$ cat src/rtl/ads_frame_reader.sv
// Serial frame capture for ADS167x-class ADCs (daisy-chain capable): START strobe,
// divided sclk, DRDY wait with timeout, MSB-first shift and valid/ready frame output.
module ads_frame_reader #(
    parameter int DATA_WIDTH  = 24,
    parameter int NUM_CH      = 1,
    parameter int SCLK_DIV    = 2,
    parameter int START_CYC   = 4,
    parameter int TIMEOUT_CYC = 65535
) (
    input  logic                         clk,
    input  logic                         rst,
    input  logic                         trigger,
    input  logic                         cont,
    input  logic                         stop,
    input  logic                         drdy_n,
    input  logic                         drr,
    output logic                         start,
    output logic                         sclk,
    output logic [NUM_CH*DATA_WIDTH-1:0] frame_data,
    output logic                         frame_valid,
    input  logic                         frame_ready,
    output logic                         busy,
    output logic                         timeout,
    output logic                         overrun
);

    localparam int FRAME_W = NUM_CH * DATA_WIDTH;
    localparam int CNT_MAX = (TIMEOUT_CYC > START_CYC) ? TIMEOUT_CYC : START_CYC;
    localparam int CNT_W   = $clog2(CNT_MAX + 1);
    localparam int DIV_W   = $clog2(SCLK_DIV + 1);
    localparam int BIT_W   = $clog2(FRAME_W + 1);

    localparam logic [CNT_W-1:0] START_LAST   = CNT_W'(START_CYC - 1);
    localparam logic [CNT_W-1:0] TIMEOUT_LAST = CNT_W'(TIMEOUT_CYC - 1);
    localparam logic [DIV_W-1:0] DIV_LAST     = DIV_W'(SCLK_DIV - 1);
    localparam logic [BIT_W-1:0] BIT_LAST     = BIT_W'(FRAME_W - 1);

    localparam logic [2:0] S_IDLE  = 3'd0;
    localparam logic [2:0] S_START = 3'd1;
    localparam logic [2:0] S_WAIT  = 3'd2;
    localparam logic [2:0] S_SHIFT = 3'd3;
    localparam logic [2:0] S_DONE  = 3'd4;

    logic [2:0]         state;
    logic               mode;
    logic               stop_seen;
    logic [CNT_W-1:0]   cyc_cnt;
    logic [DIV_W-1:0]   div_cnt;
    logic [BIT_W-1:0]   bit_cnt;
    logic [FRAME_W-1:0] shreg;
    logic               drdy_n_p0, drdy_n_p1, drdy_n_p2;
    logic               drr_p0, drr_p1;
    logic               drdy_evt;
    logic               sample_now;

    // Stage p0/p1: two-flop synchronisers; p2 holds the previous drdy_n for edge detection
    always_ff @(posedge clk) begin
        if (rst) begin
            drdy_n_p0 <= 1'b1;
            drdy_n_p1 <= 1'b1;
            drdy_n_p2 <= 1'b1;
        end else begin
            drdy_n_p0 <= drdy_n;
            drdy_n_p1 <= drdy_n_p0;
            drdy_n_p2 <= drdy_n_p1;
        end
    end

    always_ff @(posedge clk) begin
        drr_p0 <= drr;
        drr_p1 <= drr_p0;
    end

    assign drdy_evt   = drdy_n_p2 & ~drdy_n_p1;
    assign sample_now = (state == S_SHIFT) && (div_cnt == DIV_LAST) && !sclk;

    always_ff @(posedge clk) begin
        if (sample_now) shreg <= {shreg[FRAME_W-2:0], drr_p1};
    end

    always_ff @(posedge clk) begin
        if (rst) begin
            state       <= S_IDLE;
            mode        <= 1'b0;
            stop_seen   <= 1'b0;
            cyc_cnt     <= '0;
            div_cnt     <= '0;
            bit_cnt     <= '0;
            sclk        <= 1'b0;
            frame_data  <= '0;
            frame_valid <= 1'b0;
            timeout     <= 1'b0;
            overrun     <= 1'b0;
        end else begin
            timeout <= 1'b0;
            overrun <= 1'b0;
            if (frame_valid && frame_ready) frame_valid <= 1'b0;
            if (stop && state != S_IDLE) stop_seen <= 1'b1;

            case (state)
                S_IDLE: begin
                    stop_seen <= 1'b0;
                    cyc_cnt   <= '0;
                    if (trigger) begin
                        mode  <= cont;
                        state <= S_START;
                    end
                end
                S_START: begin
                    if (cyc_cnt == START_LAST) begin
                        cyc_cnt <= '0;
                        state   <= S_WAIT;
                    end else begin
                        cyc_cnt <= cyc_cnt + 1'b1;
                    end
                end
                S_WAIT: begin
                    // DRDY is checked first so it wins a tie with the timeout
                    if (drdy_evt) begin
                        cyc_cnt <= '0;
                        div_cnt <= '0;
                        bit_cnt <= '0;
                        sclk    <= 1'b0;
                        state   <= S_SHIFT;
                    end else if (cyc_cnt == TIMEOUT_LAST) begin
                        cyc_cnt <= '0;
                        timeout <= 1'b1;
                        state   <= S_IDLE;
                    end else begin
                        cyc_cnt <= cyc_cnt + 1'b1;
                    end
                end
                S_SHIFT: begin
                    if (div_cnt == DIV_LAST) begin
                        div_cnt <= '0;
                        sclk    <= ~sclk;
                        if (sclk) begin
                            if (bit_cnt == BIT_LAST) state <= S_DONE;
                            else bit_cnt <= bit_cnt + 1'b1;
                        end
                    end else begin
                        div_cnt <= div_cnt + 1'b1;
                    end
                end
                S_DONE: begin
                    // A pending unconsumed frame is kept; the new one is dropped
                    if (frame_valid && !frame_ready) begin
                        overrun <= 1'b1;
                    end else begin
                        frame_data  <= shreg;
                        frame_valid <= 1'b1;
                    end
                    state <= (mode && !stop_seen && !stop) ? S_WAIT : S_IDLE;
                end
                default: state <= S_IDLE;
            endcase
        end
    end

    assign busy  = (state != S_IDLE);
    assign start = (state == S_START) | (mode & busy);

endmodule
$ cat config.mk
export PLATFORM = sky130hd
export DESIGN_NAME = ads_frame_reader
export DESIGN_NICKNAME = d
export VERILOG_FILES = /design/src/rtl/ads_frame_reader.sv
export SDC_FILE = /design/constraint.sdc
export NUM_CORES = 1
export LEC_CHECK = 0
export BUFFER_PORTS_ARGS = -buffer_cell sky130_fd_sc_hd__buf_2
export CAP_MARGIN = 25
export CORE_MARGIN = 2
export CORE_UTILIZATION = 54
export CTS_BUF_LIST = sky130_fd_sc_hd__clkbuf_4 sky130_fd_sc_hd__clkbuf_8
export CTS_CLUSTER_SIZE = 40
export DETAILED_ROUTE_END_ITERATION = 12
export PLACE_DENSITY = 0.77
export SYNTH_ARGS = -nofsm -noshare
export SYNTH_HDL_FRONTEND = slang
export SYNTH_SLANG_ARGS = --single-unit
$ cat constraint.sdc
create_clock -name clk -period 2.5 [get_ports clk]
set_clock_uncertainty 0.15 [all_clocks]
set_input_delay 0.25 -clock clk [delete_from_list [all_inputs] [get_ports clk]]
set_output_delay 0.25 -clock clk [all_outputs]
set_load 0.02 [all_outputs]
-- After elaboration in Yosys (flattened, before gate mapping)
Index checks and enable logic that the tools add are counted.
- word-level logic and storage cells: 97
- RAM bits: 0
- memories: 0
- bits in registers: 85
- input bits: 8
- bits in latches: 0
- output and inout bits: 30
- ROM bits: 0
- reduce and logical (&&, ||, !) cells: 24
- equality and inequality tests: 16
- shift operators: 0
- multipliers: 0
- add/sub/neg operators: 3
- div/mod/pow operators: 0
- order comparisons: 0
- multiplexer cells: 29
- bitwise logic cells: 8
- operators with widths (cell ; number):
    2-to-1 mux 16 bit ; 3
    one-hot mux 16 bit (3 select lines) ; 1
    2-to-1 mux 3 bit ; 7
    2-to-1 mux 5 bit ; 4
    adder 16 x 1 -> 16 bit (second input constant) ; 1
    == test 16 bit (second input constant) ; 1
    == test 16 x 2 -> 1 bit (second input constant) ; 1
    one-hot mux 3 bit (5 select lines) ; 1
    != test 2 bit (second input constant) ; 5
    one-hot mux 5 bit (2 select lines) ; 1
    logical AND 1 bit ; 7
    2-to-1 mux 1 bit ; 7
    == test 3 x 2 -> 1 bit (second input constant) ; 2
    2-to-1 mux 2 bit ; 3
    AND reduction 2 bit ; 3
    AND reduction 6 bit ; 1
    nonzero test 3 bit ; 2
    adder 5 x 1 -> 5 bit (second input constant) ; 1
    == test 5 bit (second input constant) ; 1
    NOT 1 bit ; 5
    AND reduction 5 bit ; 1
    zero test 1 bit ; 4
    != test 2 x 1 -> 1 bit (second input constant) ; 2
    one-hot mux 2 bit (2 select lines) ; 1
    13 further kinds ; 15

-- Depth between registers and ports, before layout
Gate-level depths: netlist (run 1).
- depth after elaboration: 5
- depth in mapped cells: 8
- depth with buffers taken out: 7

-- Worst setup path after synthesis (run 1)
Ideal clock, no wire load.
- path type: register to register
- start: reg state[1]
- end: reg shreg[0] (enable)
- library setup time: 0.405 ns
- arrival: 1.868 ns
- setup slack: 0.077 ns
- buffers on the path: 2
- stages on the path, launching flop included: 6
- clock period less this slack: 2.423 ns
- data required time: 1.945 ns
- cells stage by stage: dfxtp_1 buf_2 and3b_1 clkbuf_1 nand2_1 nor2_1
- longest elaborated chain between the ends: 3
- ends and longest elaborated chain (element ; line ; RTL):
    start: declaration ; 44 ; logic [2:0] state;
    start signal: assignment ; 153 ; state <= (mode && !stop_seen && !stop) ? S_WAIT : S_IDLE;
    == test 3 x 2 -> 1 bit ; 75 ; assign sample_now = (state == S_SHIFT) && (div_cnt == DIV_LAST) && !sclk;
    logical AND 1 bit (2 in series) ; 75 ;
    net sample_now ; 54 ; logic sample_now;
    end signal: assignment ; 78 ; if (sample_now) shreg <= {shreg[FRAME_W-2:0], drr_p1};
    end: declaration ; 50 ; logic [FRAME_W-1:0] shreg;
The timed path passes the listed nets, and every way through them passes these cells.
A chain may end at the register's enable or synchronous reset.

-- Final worst setup path (run 1)
- start: reg cyc_cnt[7]
- end: reg cyc_cnt[15]
- longest elaborated chain between the ends: 4
- elaborated cells on any way between the ends: 7
- ends and longest elaborated chain (element ; line ; RTL):
    start: declaration ; 47 ; logic [CNT_W-1:0] cyc_cnt;
    start signal: assignment ; 114 ; cyc_cnt <= cyc_cnt + 1'b1;
    start signal: assignment ; 130 ; cyc_cnt <= cyc_cnt + 1'b1;
    adder 16 x 1 -> 16 bit or == test 16 bit (tied branches) ; 114, 130, 125 ;
    2-to-1 mux 16 bit ; 125 ; end else if (cyc_cnt == TIMEOUT_LAST) begin
    2-to-1 mux 16 bit ; 119 ; if (drdy_evt) begin
    one-hot mux 16 bit (3 select lines) (*) ; 100 ; case (state)
Mark *: on every way between the ends. The rest lies on a longest branch, timed or not.

==> flow_summary.html, run 1 <==
<table>
<tr><th>Metric</th><th>Value</th></tr>
<tr><th colspan="2">Floorplan</th></tr>
<tr><td>Count of pins on the block boundary</td><td>38</td></tr>
<tr><td>Height of the die</td><td>83.5 um</td></tr>
<tr><td>Initial cell density of the core</td><td>56.7%</td></tr>
<tr><td>Die X</td><td>83.5 um</td></tr>
<tr><td>Full die area</td><td>0.00698 mm^2</td></tr>
<tr><td>Std cell rows</td><td>28</td></tr>
<tr><td>Area of the core</td><td>0.00603 mm^2</td></tr>
<tr><th colspan="2">Clock tree</th></tr>
<tr><td>Clock tree from TritonCTS</td><td>done</td></tr>
<tr><td>Num CTS Buffers</td><td>9</td></tr>
<tr><td>Clk_lat worst skew</td><td>0.36 ns</td></tr>
<tr><td>Sink count of the clock tree</td><td>85</td></tr>
<tr><td>CTS Hold Bufs</td><td>3</td></tr>
<tr><td>Deepest level of the CTS H-tree</td><td>3</td></tr>
<tr><td>Register clock-pin slew on the reported worst setup and hold paths</td><td>0.09 ns</td></tr>
<tr><td>Post-cts repair resize count</td><td>0</td></tr>
<tr><td>Bufs on Longest Clock Path</td><td>2</td></tr>
<tr><td>Cell at the root of the clock tree</td><td>clkbuf_8</td></tr>
<tr><td>Setup Buffers After CTS</td><td>0</td></tr>
<tr><th colspan="2">Logic synthesis</th></tr>
<tr><td>Post-synthesis average cell area</td><td>9.33 um^2</td></tr>
<tr><td>Count of mapped cells out of synthesis</td><td>366</td></tr>
<tr><td>Synth Warn #</td><td>0</td></tr>
<tr><td>Count of flip-flops with a built-in enable after synthesis</td><td>24</td></tr>
<tr><td>Part of the Yosys area used for sequential elements</td><td>56.8%</td></tr>
<tr><td>Cell type contributing the most total cell area after synthesis</td><td>dfxtp_1</td></tr>
<tr><td>Share of the synthesized area in the top cell type</td><td>35.8%</td></tr>
<tr><td>Net Count, Synth</td><td>377</td></tr>
<tr><td>Post-synth ARST share</td><td>0%</td></tr>
<tr><td>Flip-flop and latch count after synthesis</td><td>85</td></tr>
<tr><td>Area contributors post-synth</td><td>dfxtp_1, edfxtp_1, nand2_1</td></tr>
<tr><td>Primary flip-flop cell chosen by synthesis mapping</td><td>dfxtp_1</td></tr>
<tr><td>Summed instance area of the synthesized netlist</td><td>0.00342 mm^2</td></tr>
<tr><td>Post-synth cell types</td><td>43</td></tr>
<tr><th colspan="2">Pwr</th></tr>
<tr><td>Total power divided by cell area</td><td>708 mW/mm^2</td></tr>
<tr><td>Reported leakage power</td><td>1.44 nW</td></tr>
<tr><td>Worst VDD drop</td><td>0.514 mV</td></tr>
<tr><th colspan="2">Timing</th></tr>
<tr><td>Final max-slew violation count</td><td>0</td></tr>
<tr><td>Final worst path period need</td><td>2.13 ns</td></tr>
<tr><td>Final Hold Fails</td><td>0</td></tr>
<tr><td>Slew margin rel.</td><td>66.7%</td></tr>
<tr><td># setup viols final</td><td>0</td></tr>
<tr><td>Highest clock rate</td><td>469 MHz</td></tr>
<tr><td>Setup repair after global routing missed its margin</td><td>false</td></tr>
<tr><td>Actual slew at the worst max-slew pin</td><td>0.494 ns</td></tr>
<tr><td>TNS Setup</td><td>0 ns</td></tr>
<tr><td>Final clock period utilization by the worst path</td><td>85.3%</td></tr>
<tr><th colspan="2">Final layout</th></tr>
<tr><td>Ratio of cells with drive above 1 in the final layout</td><td>17.4%</td></tr>
<tr><td>Relative area change from synthesis to final layout</td><td>14.0%</td></tr>
<tr><td>NumNets Final</td><td>415</td></tr>
<tr><td>Number of inserted filler cells in the final layout</td><td>506</td></tr>
<tr><td>Area of all placed cells without fillers</td><td>0.00389 mm^2</td></tr>
<tr><td>Total area of sequential cells</td><td>0.00194 mm^2</td></tr>
<tr><td>Area of the multi-input gates</td><td>0.00137 mm^2</td></tr>
<tr><td># diodes</td><td>0</td></tr>
<tr><th colspan="2">Status</th></tr>
<tr><td>Outcome</td><td>finished, final reports clean</td></tr>
<tr><th colspan="2">Critical path</th></tr>
<tr><td>Worst setup path class</td><td>register to register</td></tr>
<tr><td>Launch instance of the worst register-to-register path</td><td>cyc_cnt[7]$_SDFFE_PP0P_</td></tr>
<tr><td>Biggest fanout along the worst timing path</td><td>9</td></tr>
<tr><td>Worst setup EP type</td><td>register</td></tr>
<tr><td>Beginning of the critical path</td><td>cyc_cnt[7]$_SDFFE_PP0P_</td></tr>
<tr><td>Worst setup SP type</td><td>register</td></tr>
<tr><td>Data arrival at the endpoint of the critical path</td><td>2.29 ns</td></tr>
<tr><td>CP required</td><td>2.65 ns</td></tr>
<tr><th colspan="2">Placed design</th></tr>
<tr><td>Detailed placer's ending HPWL</td><td>4610 um</td></tr>
<tr><td>IO buf count</td><td>37</td></tr>
<tr><td>Weighted congestion at the end of routability-driven global placement</td><td>0.835</td></tr>
<tr><td>Dpl cell area</td><td>0.00368 mm^2</td></tr>
<tr><th colspan="2">Global route</th></tr>
<tr><td>Number of antenna violations at the first check in global routing</td><td>0</td></tr>
<tr><td>Largest net degree at the start of global routing</td><td>25</td></tr>
<tr><td>Global route overflow</td><td>0</td></tr>
<tr><td>Aggregate global-route resource usage</td><td>20.6%</td></tr>
<tr><td>Via count of the first global-routing pass</td><td>2518</td></tr>
<tr><td>Global-route wire length before repair</td><td>11700 um</td></tr>
<tr><th colspan="2">Drt</th></tr>
<tr><td>Number of vias in the routed layout</td><td>2694</td></tr>
<tr><td>DRT Pass-1 Iters</td><td>4</td></tr>
<tr><td>Post-DR vias/cell</td><td>5.57</td></tr>
<tr><td>Number of DRC markers in iteration 0</td><td>185</td></tr>
<tr><td>DRT antenna net count</td><td>0</td></tr>
<tr><td>DRC violations left</td><td>0</td></tr>
<tr><td>Wire per inst</td><td>14.1 um</td></tr>
<tr><td>Sum of routed wire length over all layers</td><td>6850 um</td></tr>
<tr><th colspan="2">Min path</th></tr>
<tr><td>Hold Startpoint</td><td>trigger</td></tr>
<tr><td>Hold/Removal Path Class</td><td>input pin to register</td></tr>
<tr><th colspan="2">Flow run</th></tr>
<tr><td>Max capacitance violation total</td><td>0</td></tr>
</table>
## path summary, 6_finish.rpt
path / endpoint / slack [ns] / cells past startpoint
min: mode$_SDFFE_PP0P_ / 0.04 / 3
max: cyc_cnt[15]$_SDFFE_PP0P_ / 0.37 / 5
min reg2reg: drr_p1$_DFF_P_ / 0.20 / 0
max reg2reg: cyc_cnt[15]$_SDFFE_PP0P_ / 0.37 / 5
## cell families (layout without fill, tap and decap cells)
group,Yosys count,after routing,share of synthesized area [%]
flops,85,85,56.8
buf+inv,28,71,3.22
mux,1,1,0.293
simple gates,168,168,23.1
fa+ha+maj,3,3,1.10
compound gates,74,74,13.6
xor+xnor,7,7,1.79
## metal layers
layer  routed length (um)  vias up  share of wire [%]  track usage (%)
met2                 3140       80                 46             32.6
met3                  421        7                6.1             6.82
met4                   72        0                1.1             4.84
met5                    0        -                  0                0
met1                 3210     1247                 47             27.9
li1                     -     1360                  -                -
## where the power goes
part,internal [mW],switching [mW]
sequential,1.45,0.0510
combinational,0.128,0.244
clock,0.378,0.504
## cell usage in the layout, fill, tap and decap left out, types with 4 or more instances in the layout
cell	n
buf_2	37
o21ai_1	6
xor2_1	6
a21o_1	5
nand2b_1	4
nor2_1	23
nand3_1	12
and3_1	5
clkbuf_8	9
clkinvlp_4	4
o211ai_1	12
nand4_1	4
nor3_1	10
buf_4	11
nor3b_1	4
edfxtp_1	24
dfxtp_1	61
or2_2	4
inv_1	4
a21oi_1	32
nand2_1	81
nor4_1	4
## worst max-delay path: stages (launching register included)
cell and delay, ns:
dfxtp_1 0.48, nand4_1 0.19, or4_4 0.57, or3_1 0.34
a221oi_2 0.25, a21o_1 0.11
## cell type report
cell class / count / area share (%)
Clock inverter: 6 / 1.22
Inverter: 4 / 0.386
Sequential cell: 85 / 49.9
Multi-Input combinational cell: 253 / 35.1
Timing Repair Buffer: 51 / 7.65
Clock buffer: 10 / 3.37
Tap cell: 75 / 2.41
## registers in the layout, indices dropped and copies added, names as in the netlist
name / flops
drdy_n_p1: 1
mode: 1
drr_p0: 1
frame_valid: 1
stop_seen: 1
overrun: 1
cyc_cnt: 16
drr_p1: 1
state: 3
frame_data: 24
div_cnt: 2
sclk: 1
bit_cnt: 5
drdy_n_p2: 1
drdy_n_p0: 1
shreg: 24
timeout: 1
## synthesized netlist by cell type (4+ instances only)
master and count:
nor2_1 24, nand2_1 81, xor2_1 6, o211ai_1 12
nand3_1 12, nor4_1 4, nor3_1 10, nand4_1 4
and3_1 5, inv_1 4, dfxtp_1 61, a21oi_1 32
edfxtp_1 24, a21o_1 5, nand2b_1 4, nor3b_1 4
clkbuf_1 19, or2_2 4, buf_2 4, o21ai_1 6
## through the flow
stage          worst slack (ns)  instances  hold slack, ns  utilization, %  power, mW
2_1_floorplan            0.0772        366           0.128               -       1.78
3_3_place_gp              0.458        465           0.168            61.2       1.89
3_5_place_dp              0.405        465           0.184            61.2       1.90
4_1_cts                   0.385        484          0.0157            64.6       2.78
5_1_grt                   0.216        484          0.0249            64.6       2.88
6_report                  0.366        484          0.0358            64.6       2.76
(Power assumes the default switching activity.)
==> run 2: changes to the inputs <==
PLACE_DENSITY = 0.81   (was 0.77)
==> flow_summary.html, run 2 (synthesized netlist as in run 1, its figures left out) <==
<table>
<tr><th>Metric</th><th>Value</th></tr>
<tr><th colspan="2">Final layout</th></tr>
<tr><td>Largest regs</td><td>frame_data x24, shreg x24, cyc_cnt x16</td></tr>
<tr><td>Relative area change from synthesis to final layout</td><td>13.2%</td></tr>
<tr><td># diodes</td><td>0</td></tr>
<tr><td>Post-route non-filler standard cell count</td><td>481</td></tr>
<tr><td>Most common cell after layout, fill and taps aside</td><td>nand2_1</td></tr>
<tr><td>Number of inserted filler cells in the final layout</td><td>484</td></tr>
<tr><td>Commonest cells after routing, fill and taps aside</td><td>nand2_1, dfxtp_1, buf_2, a21oi_1, edfxtp_1</td></tr>
<tr><td>Ratio of cells with drive above 1 in the final layout</td><td>16.5%</td></tr>
<tr><td>NumNets Final</td><td>412</td></tr>
<tr><th colspan="2">Floorplan</th></tr>
<tr><td>Full die area</td><td>0.00698 mm^2</td></tr>
<tr><td>Initial cell density of the core</td><td>56.7%</td></tr>
<tr><td>Count of pins on the block boundary</td><td>38</td></tr>
<tr><td>Area of the core</td><td>0.00603 mm^2</td></tr>
<tr><td>Height of the die</td><td>83.5 um</td></tr>
<tr><td>Std cell rows</td><td>28</td></tr>
<tr><td>Die X</td><td>83.5 um</td></tr>
<tr><th colspan="2">Pwr</th></tr>
<tr><td>Part of the power in the clock network</td><td>31.8%</td></tr>
<tr><td>Switching power</td><td>0.802 mW</td></tr>
<tr><td>Cell-internal power</td><td>1.94 mW</td></tr>
<tr><td>Total power divided by cell area</td><td>708 mW/mm^2</td></tr>
<tr><td>Design Power</td><td>2.74 mW</td></tr>
<tr><td>Share of total power consumed by net switching</td><td>29.3%</td></tr>
<tr><td>Combinational share of power</td><td>13.4%</td></tr>
<tr><td>Reported leakage power</td><td>1.43 nW</td></tr>
<tr><td>Sequential share of power</td><td>54.9%</td></tr>
<tr><td>Worst VDD drop</td><td>0.477 mV</td></tr>
<tr><th colspan="2">Timing</th></tr>
<tr><td>Final Hold Fails</td><td>0</td></tr>
<tr><td>Final max-slew violation count</td><td>0</td></tr>
<tr><td>Setup repair after global routing missed its margin</td><td>false</td></tr>
<tr><td># setup viols final</td><td>0</td></tr>
<tr><td>Highest clock rate</td><td>465 MHz</td></tr>
<tr><td>Slew margin rel.</td><td>65.5%</td></tr>
<tr><td>Final worst path period need</td><td>2.15 ns</td></tr>
<tr><td>Worst hold slack across all endpoints</td><td>0.0590 ns</td></tr>
<tr><td>Final clock period utilization by the worst path</td><td>86.1%</td></tr>
<tr><td>Actual slew at the worst max-slew pin</td><td>0.513 ns</td></tr>
<tr><td>TNS Setup</td><td>0 ns</td></tr>
<tr><th colspan="2">Drt</th></tr>
<tr><td>Wire per inst</td><td>14.6 um</td></tr>
<tr><td>Number of vias in the routed layout</td><td>2723</td></tr>
<tr><td>Met3 Routed Length</td><td>392 um</td></tr>
<tr><td>Total routed wire length on the met1 layer</td><td>3210 um</td></tr>
<tr><td>Sum of routed wire length over all layers</td><td>7030 um</td></tr>
<tr><td>DRT antenna net count</td><td>0</td></tr>
<tr><td>DRT Pass-1 Iters</td><td>4</td></tr>
<tr><td>DRC violations left</td><td>0</td></tr>
<tr><td>Uppermost routed layer</td><td>met4</td></tr>
<tr><td>Post-DR vias/cell</td><td>5.66</td></tr>
<tr><td>Detailed route wirelength on metal2</td><td>3360 um</td></tr>
<tr><td>Number of DRC markers in iteration 0</td><td>166</td></tr>
<tr><th colspan="2">Critical path</th></tr>
<tr><td>CP required</td><td>2.66 ns</td></tr>
<tr><td>Worst setup EP type</td><td>register</td></tr>
<tr><td>Biggest fanout along the worst timing path</td><td>9</td></tr>
<tr><td>Worst r2r path cells</td><td>5</td></tr>
<tr><td>Data arrival at the endpoint of the critical path</td><td>2.31 ns</td></tr>
<tr><td>End of the worst register-to-register path</td><td>cyc_cnt[15]$_SDFFE_PP0P_</td></tr>
<tr><td>Worst setup path class</td><td>register to register</td></tr>
<tr><td>Launch instance of the worst register-to-register path</td><td>cyc_cnt[7]$_SDFFE_PP0P_</td></tr>
<tr><td>Worst setup SP type</td><td>register</td></tr>
<tr><td>Worst setup slack for register-to-register paths</td><td>0.35 ns</td></tr>
<tr><th colspan="2">Clock tree</th></tr>
<tr><td>Register clock-pin slew on the reported worst setup and hold paths</td><td>0.08 ns</td></tr>
<tr><td>Cell at the root of the clock tree</td><td>clkbuf_8</td></tr>
<tr><td>Bufs on Longest Clock Path</td><td>2</td></tr>
<tr><td>Post-cts repair resize count</td><td>0</td></tr>
<tr><td>Sink count of the clock tree</td><td>85</td></tr>
<tr><td>Setup Buffers After CTS</td><td>0</td></tr>
<tr><td>Clock tree from TritonCTS</td><td>done</td></tr>
<tr><td>Num CTS Buffers</td><td>9</td></tr>
<tr><td>Clk_lat worst skew</td><td>0.37 ns</td></tr>
<tr><td>Deepest level of the CTS H-tree</td><td>3</td></tr>
<tr><th colspan="2">Placed design</th></tr>
<tr><td>DP Cell Count</td><td>462</td></tr>
<tr><td>Weighted congestion at the end of routability-driven global placement</td><td>0.885</td></tr>
<tr><td>IO buf count</td><td>37</td></tr>
<tr><td>Detailed placer's ending HPWL</td><td>4780 um</td></tr>
<tr><th colspan="2">Global route</th></tr>
<tr><td>Largest net degree at the start of global routing</td><td>26</td></tr>
<tr><td>Global route overflow</td><td>0</td></tr>
<tr><td>Via count of the first global-routing pass</td><td>2506</td></tr>
<tr><td>Global-route wire length before repair</td><td>11600 um</td></tr>
<tr><td>Number of antenna violations at the first check in global routing</td><td>0</td></tr>
<tr><td>Aggregate global-route resource usage</td><td>20.5%</td></tr>
<tr><th colspan="2">Min path</th></tr>
<tr><td>Hold EP</td><td>mode$_SDFFE_PP0P_</td></tr>
<tr><td>Worst Hold Path Cells</td><td>3</td></tr>
<tr><td>Hold/Removal Path Class</td><td>input pin to register</td></tr>
<tr><td>Hold Startpoint</td><td>trigger</td></tr>
<tr><th colspan="2">Status</th></tr>
<tr><td>Outcome</td><td>finished, final reports clean</td></tr>
<tr><th colspan="2">Flow run</th></tr>
<tr><td>Max capacitance violation total</td><td>0</td></tr>
</table>
run 2: cell count changes in the layout (fill, tap and decap cells not counted), sizes merged:
| cell | before | now |
|---|---|---|
| clkinvlp | 4 | 3 |
| clkbuf | 10 | 9 |
| clkinv | 0 | 2 |
| buf | 48 | 45 |
run 2: through the flow:
stage	setup slack, ns	instance area [um^2]	utilization (%)
2_1_floorplan	0.0772	3420	-
3_3_place_gp	0.471	3660	60.8
3_5_place_dp	0.406	3660	60.8
4_1_cts	0.370	3860	64.1
5_1_grt	0.147	3860	64.1
6_report	0.347	3860	64.1
run 2: how the worst max path moves through the flow:
| stage | startpoint | to | slack (ns) | depth (start not counted) |
|---|---|---|---|---|
| after floorplan | state[1]$_SDFFE_PP0P_ | shreg[0]$_DFFE_PP_ | 0.08 | 5 |
| after CTS | cyc_cnt[7]$_SDFFE_PP0P_ | cyc_cnt[15]$_SDFFE_PP0P_ | 0.37 | 5 |
| after global routing | cyc_cnt[1]$_SDFFE_PP0P_ | state[1]$_SDFFE_PP0P_ | 0.15 | 6 |
| after detailed placement | cyc_cnt[7]$_SDFFE_PP0P_ | cyc_cnt[15]$_SDFFE_PP0P_ | 0.41 | 5 |
| after global placement | cyc_cnt[7]$_SDFFE_PP0P_ | cyc_cnt[15]$_SDFFE_PP0P_ | 0.47 | 5 |
| final | cyc_cnt[7]$_SDFFE_PP0P_ | cyc_cnt[15]$_SDFFE_PP0P_ | 0.35 | 5 |
run 2: critical path, cell delays in order, from the launching register on:
cell and delay [ns]:
dfxtp_1 0.48, nand4_1 0.21, or4_4 0.58, or3_1 0.34
a221oi_2 0.24, a21o_1 0.10
run 2: power by group through the flow:
stage / Clock [mW] / Sequential [mW] / Combinational, mW
floorplan: 0 / 1.52 / 0.260
global placement: 0 / 1.53 / 0.352
detailed placement: 0 / 1.53 / 0.359
CTS: 0.883 / 1.50 / 0.364
global route: 0.935 / 1.51 / 0.402
finish: 0.870 / 1.50 / 0.366
run 2: metal layers:
layer | global-route usage [%] | vias to the layer above
met4 | 7.18 | 0
met1 | 26.4 | 1283
li1 | - | 1357
met3 | 5.04 | 10
met5 | 0 | -
met2 | 34.0 | 73
run 2: what timing repair did:
action / CTS / global route
hold endpoints to repair: 3 / 0
hold buffers: 3 / 0
endpoints found under the setup margin: 0 / 0
run 2: layout make-up:
type / instances / area (um^2) / area share [%]
repair buffers: 48 / 275 / 7.12
multi-input cells: 253 / 1370 / 35.4
flip-flops and latches: 85 / 1940 / 50.2
well taps: 75 / 93.8 / 2.43
inverters: 4 / 15.0 / 0.388
clock inverters: 7 / 48.8 / 1.26
clock buffers: 9 / 124 / 3.20
